**config.mk**
```make
export PLATFORM = sky130hd
export DESIGN_NAME = array_issue_ctrl
export DESIGN_NICKNAME = d
export VERILOG_FILES = /design/src/rtl/array_pkg.sv /design/src/rtl/array_issue_ctrl.sv
export SDC_FILE = /design/constraint.sdc
export NUM_CORES = 1
export LEC_CHECK = 0
export BUFFER_PORTS_ARGS = -buffer_cell sky130_fd_sc_hd__buf_2
export CAP_MARGIN = 20
export CORE_ASPECT_RATIO = 1.1
export CORE_UTILIZATION = 25
export DETAILED_ROUTE_END_ITERATION = 8
export GPL_ROUTABILITY_DRIVEN = 1
export GPL_TIMING_DRIVEN = 0
export HOLD_SLACK_MARGIN = 0.1
export PLACE_DENSITY = 0.49
export REMOVE_ABC_BUFFERS = 1
export SYNTH_ARGS = -nofsm -noshare
export SYNTH_HDL_FRONTEND = slang
export SYNTH_SLANG_ARGS = --single-unit
```
**constraint.sdc**
```tcl
create_clock -name clk -period 4.03 [get_ports clk]
set_input_delay 0.806 -clock clk [delete_from_list [all_inputs] [get_ports clk]]
set_output_delay 0.806 -clock clk [all_outputs]
set_load 0.01 [all_outputs]
```
**src/rtl/array_pkg.sv**
```systemverilog
// Shared types and constants for the row-array issue/capture stage.
package array_pkg;

   localparam int unsigned ARR_WIDTH  = 4;
   localparam int unsigned SETTLE_MAX = 15;
   localparam int unsigned SETTLE_W   = 4;

   typedef enum logic [1:0] {
      IDLE   = 2'd0,
      SETTLE = 2'd1,
      DONE   = 2'd2
   } state_e;

endpackage

```
**src/rtl/array_issue_ctrl.sv**
```systemverilog
// Issue/capture stage for the external combinational row array: holds one operand
// pair on arr_a/arr_b for a fixed settle time, captures arr_r and hands it downstream.
module array_issue_ctrl
   import array_pkg::*;
#(
   parameter int unsigned WIDTH      = ARR_WIDTH,
   parameter int unsigned SETTLE_CYC = 2,
   parameter int unsigned CNT_W      = 8
) (
   input  logic             clk,
   input  logic             reset,
   input  logic             in_valid,
   output logic             in_ready,
   input  logic [WIDTH-1:0] in_a,
   input  logic [WIDTH-1:0] in_b,
   output logic [WIDTH-1:0] arr_a,
   output logic [WIDTH-1:0] arr_b,
   input  logic [WIDTH-1:0] arr_r,
   output logic             out_valid,
   input  logic             out_ready,
   output logic [WIDTH-1:0] out_r,
   output logic             busy,
   output logic [CNT_W-1:0] op_count
);

   // Out-of-range settle values are clamped into 1..SETTLE_MAX.
   localparam int unsigned SETTLE_EFF = (SETTLE_CYC < 1) ? 1 :
                                        (SETTLE_CYC > SETTLE_MAX) ? SETTLE_MAX : SETTLE_CYC;
   localparam logic [SETTLE_W-1:0] CNT_LOAD = SETTLE_W'(SETTLE_EFF - 1);

   state_e              r_state;
   logic [SETTLE_W-1:0] r_cnt;
   logic [WIDTH-1:0]    r_arr_a;
   logic [WIDTH-1:0]    r_arr_b;
   logic [WIDTH-1:0]    r_out_r;
   logic                r_out_valid;
   logic                r_busy;
   logic [CNT_W-1:0]    r_op_count;
   logic                w_accept;

   // Ready is independent of in_valid; DONE can hand off and accept on the same edge.
   assign in_ready = (r_state == IDLE) | ((r_state == DONE) & out_ready);
   assign w_accept = in_valid & in_ready;

   always_ff @(posedge clk) begin
      if (reset) begin
         r_state     <= IDLE;
         r_cnt       <= '0;
         r_arr_a     <= '0;
         r_arr_b     <= '0;
         r_out_r     <= '0;
         r_out_valid <= 1'b0;
         r_busy      <= 1'b0;
         r_op_count  <= '0;
      end else begin
         case (r_state)
            IDLE: begin
               if (w_accept) begin
                  r_arr_a <= in_a;
                  r_arr_b <= in_b;
                  r_cnt   <= CNT_LOAD;
                  r_busy  <= 1'b1;
                  r_state <= SETTLE;
               end
            end
            SETTLE: begin
               if (r_cnt != '0) begin
                  r_cnt <= r_cnt - SETTLE_W'(1);
               end else begin
                  r_out_r     <= arr_r;
                  r_out_valid <= 1'b1;
                  r_state     <= DONE;
               end
            end
            DONE: begin
               if (out_ready) begin
                  r_op_count  <= r_op_count + CNT_W'(1);
                  r_out_valid <= 1'b0;
                  if (w_accept) begin
                     r_arr_a <= in_a;
                     r_arr_b <= in_b;
                     r_cnt   <= CNT_LOAD;
                     r_state <= SETTLE;
                  end else begin
                     r_busy  <= 1'b0;
                     r_state <= IDLE;
                  end
               end
            end
            default: begin
               r_out_valid <= 1'b0;
               r_busy      <= 1'b0;
               r_state     <= IDLE;
            end
         endcase
      end
   end

   assign arr_a     = r_arr_a;
   assign arr_b     = r_arr_b;
   assign out_r     = r_out_r;
   assign out_valid = r_out_valid;
   assign busy      = r_busy;
   assign op_count  = r_op_count;

endmodule

```
== Yosys cells after proc, flatten, opt, wreduce, memory -nomap -nowiden ==
Cells that the tools add are included.
Operators by class
  equality and inequality tests: 7
  muxes and demuxes: 22
  $add $sub $neg: 2
  reductions and logical operators: 11
  bitwise logic cells: 6
Operators with widths (number)
  two-way mux 4 bit: 7
  case mux 4 bit (2 select lines): 2
  case mux 4 bit (3 select lines): 1
  inequality test 2 bit (second input constant): 5
  AND reduction 3 bit: 3
  adder 8 x 1 -> 8 bit (second input constant): 1
  two-way mux 1 bit: 6
  two-way mux 2 bit: 3
  case mux 1 bit (3 select lines): 2
  case mux 2 bit (3 select lines): 1
  AND reduction 2 bit: 3
  AND reduction 4 bit: 1
  nonzero test 4 bit: 1
  subtractor 4 x 1 -> 4 bit (second input constant): 1
  inverter 1 bit: 3
  nonzero test 3 bit: 1
  bitwise AND 1 bit: 2
  == test 2 x 1 -> 1 bit (second input constant): 1
  == test 2 bit (second input constant): 1
  zero test 2 bit: 1
  nonzero test 2 bit: 1
  bitwise OR 1 bit: 1
Word-level totals
  output and inout bits: 23
  bits of input ports: 16
  register bits after elaboration: 28
  logic and storage cells: 56

== Depth between registers and ports, before layout ==
  depth after elaboration: 7
  mapped depth: 5
  mapped depth without buffers: 5

== Least setup slack after synthesis ==
OpenSTA, ideal clock, no wires.
  kind: input port to output port
  from: input port out_ready
  to: output port in_ready
  buffers on the path: 1
  slack: 1.912 ns
  arrival time: 1.312 ns
  stages on the path: 3
  cells stage by stage: and2b_1 -> clkbuf_1 -> nor2_1
Between the ends
  longest elaborated chain between the ends: 2
RTL lines
  start: declaration: line array_issue_ctrl.sv:20  | input logic out_ready,
  bitwise AND 1 bit: line array_issue_ctrl.sv:42  | assign in_ready = (r_state == IDLE) | ((r_state == DONE) & out_ready);
  bitwise OR 1 bit: line array_issue_ctrl.sv:42
  end: declaration: line array_issue_ctrl.sv:13  | output logic in_ready,
Every way passes these cells.

== Worst setup path in the final report ==
Same ends and word-level chain as after synthesis.

==> results.ini <==
[status]
status=finished clean

[worst_hold_path]
hold-path-cell-count=2
holdPathEnd=out_valid
worstHoldStart=out_valid
min_path_type=reg -> reg

[placed_design]
gp_congestion=0.680
dp_hpwl_mm=1.96
port_buffers=38

[routing]
met3_length_um=146
via_per_inst=4.83
wl_per_cell_um=12.4
drc=0
wl_met2_mm=1.29
vias=1116
final_antenna_net_count=0
met1Wirelength_mm=1.41
drt-total-wl_mm=2.87
top_layer=met4
drt_iter0_drc=23
drtPass1Iterations=4

[synth]
yosys.area_share.simple_pct=24.2
synth_compound_area_share_pct=21.7
yosysWarnings=0
syn_area_um2=1220
synthTopCellsByArea=dfxtp_1 46%, a21oi_1 9.8%, o21ai_0 6.6%
ys_seq_area_share_pct=45.9
synth_seq_cells=28
syn_inst=142
avgSynthCellArea_um2=8.59
yosysTopAreaCell=dfxtp_1
synth_cell_type_count=33
synth_xor_xnor_area_share_pct=1.44
synth_adder_area_share_pct=2.05
synthMuxAreaShare_pct=0.821
synth_top_family_by_area=simple AND/OR/NAND/NOR gates
synth_top_area_share_pct=45.9

[clocking]
clock_latency_ns=0.27
hold_buffers=0
clock_sinks=28
h-tree-depth=1
postCtsSetupRepairBufs=0
cts-resized-gates=0
cts_buffer_depth=2
cts_tree=done
root_buffer=clkbuf_8
clk_pin_slew_ns=0.10
cts_made_buffers=3

[sta]
tightestPinTransition_ns=0.694
tns_ns=0
grt_setup_unrepaired=false
fmax_mhz=421
holdWs_ns=0.469
finalCritPeriodShare_pct=58.9
finalClockSkew_ns=0.00976
hold_viol=0
slew_headroom_pct=53.6
final.min_clock_period_ns=2.38
setup_viol=0
finalMaxSlewViolations=0

[run]
cap_violations=0

[pwr]
total_power_uw=560
leakage_uw=0.000631
ir_worst_vdd_mv=0.168
p_per_area_nw_per_um2=373

[critical_path]
required_ns=3.22
critPathCaptureType=output port
critical_path_class=in -> out
ff2ff_path_depth=3
r2r-start=r_state[0]
r2r_end=r_cnt[3]
worstPathMaxFanout=11
start_kind=input port
worstPathArrival_ns=1.57
reg2reg_slack_ns=2.48

[global_route]
grt_max_degree=30
overflow=0
antenna_found_initial=0
grt_pass1_vias=962
grt_pass1_wl_mm=4.37
track_usage_pct=11.3

[die]
placement_rows=26
io_pins=39
core_um2=4650
die_area_um2=5160
die_x_um=68.6
initial_core_util_pct=26.2
die_y_um=75.3

[layout]
nets=194
layout-drive-gt1-share_pct=26.3
final_common_cell=buf_2
mostFrequentLayoutCells=38 x buf_2, 28 x dfxtp_1, 24 x a21oi_1
areaGrowthSynthToFinish_pct=23.0
diodes=0

## registers in the layout (all words and copies together) (netlist names)
register,cells
op_count,8
arr_a,4
out_r,4
busy,1
r_cnt,4
arr_b,4
out_valid,1
r_state,2
## worst max-delay path, cell delays in order
cell and delay (ns):
buf_2 0.15, and2b_1 0.40, nor2_1 0.07, buf_2 0.14
## cell usage after synthesis (all sizes together)
cell type  instances
a21oi             24
a31o               1
a31oi              1
a32o               1
and2b              1
buf                2
clkbuf             7
dfxtp             28
ha                 2
inv                3
mux2i              1
nand2              6
nand2b             4
nand3             13
nand3b             2
nand4              2
nand4b             2
nor2               6
nor2b              2
nor3               1
nor3b              1
o21ai             16
o21bai             1
o221ai             2
o31ai              2
or2b               1
or3                4
or3b               2
or4                2
xor2               2
## where the power goes
part           switching [uW]  internal [uW]  total [uW]
logic                    48.8           33.5        82.3
registers                10.8            291         301
clock network            88.4           87.4         176
total                     148            412         560
## routing by layer
layer	GRT usage, %	vias to the layer above
met3	2.12	2
met5	0	-
met4	4.17	0
li1	-	582
met1	14.5	508
met2	18.6	24
## stage by stage
step | instance area (um^2) | worst slack, ns | std cells | utilization [%]
2_1_floorplan | 1180 | 2.00 | 133 | -
3_3_place_gp | 1450 | 1.62 | 227 | 31.1
3_5_place_dp | 1450 | 1.63 | 227 | 31.1
6_report | 1500 | 1.65 | 231 | 32.2
5_1_grt | 1500 | 1.59 | 231 | 32.2
4_1_cts | 1500 | 1.63 | 231 | 32.2
## worst max path at each step
stage,startpoint,endpoint,slack [ns],cells past startpoint
final,out_ready,in_ready,1.65,4
after global routing,out_ready,in_ready,1.59,4
after CTS,out_ready,in_ready,1.63,4
after detailed placement,out_ready,in_ready,1.63,4
after global placement,out_ready,in_ready,1.62,4
after floorplan,out_ready,in_ready,2.00,2
## layout make-up
class / count / area [um^2]
Fill cell: 508 / 3150
Multi-Input combinational cell: 102 / 613
Sequential cell: 28 / 561
Timing Repair Buffer: 38 / 190
Tap cell: 56 / 70.1
Clock buffer: 4 / 55.1
Inverter: 3 / 11.3
## cells by family after synthesis
group                      after synthesis
AOI/OAI and AO/OA                       48
xor gates and xnor gates                 2
adders and majority gates                2
buffers and inverters                   12
DFF                                     28
muxes                                    1
and+or+nand+nor                         49
No activity file was read; power rests on OpenSTA's default activity.
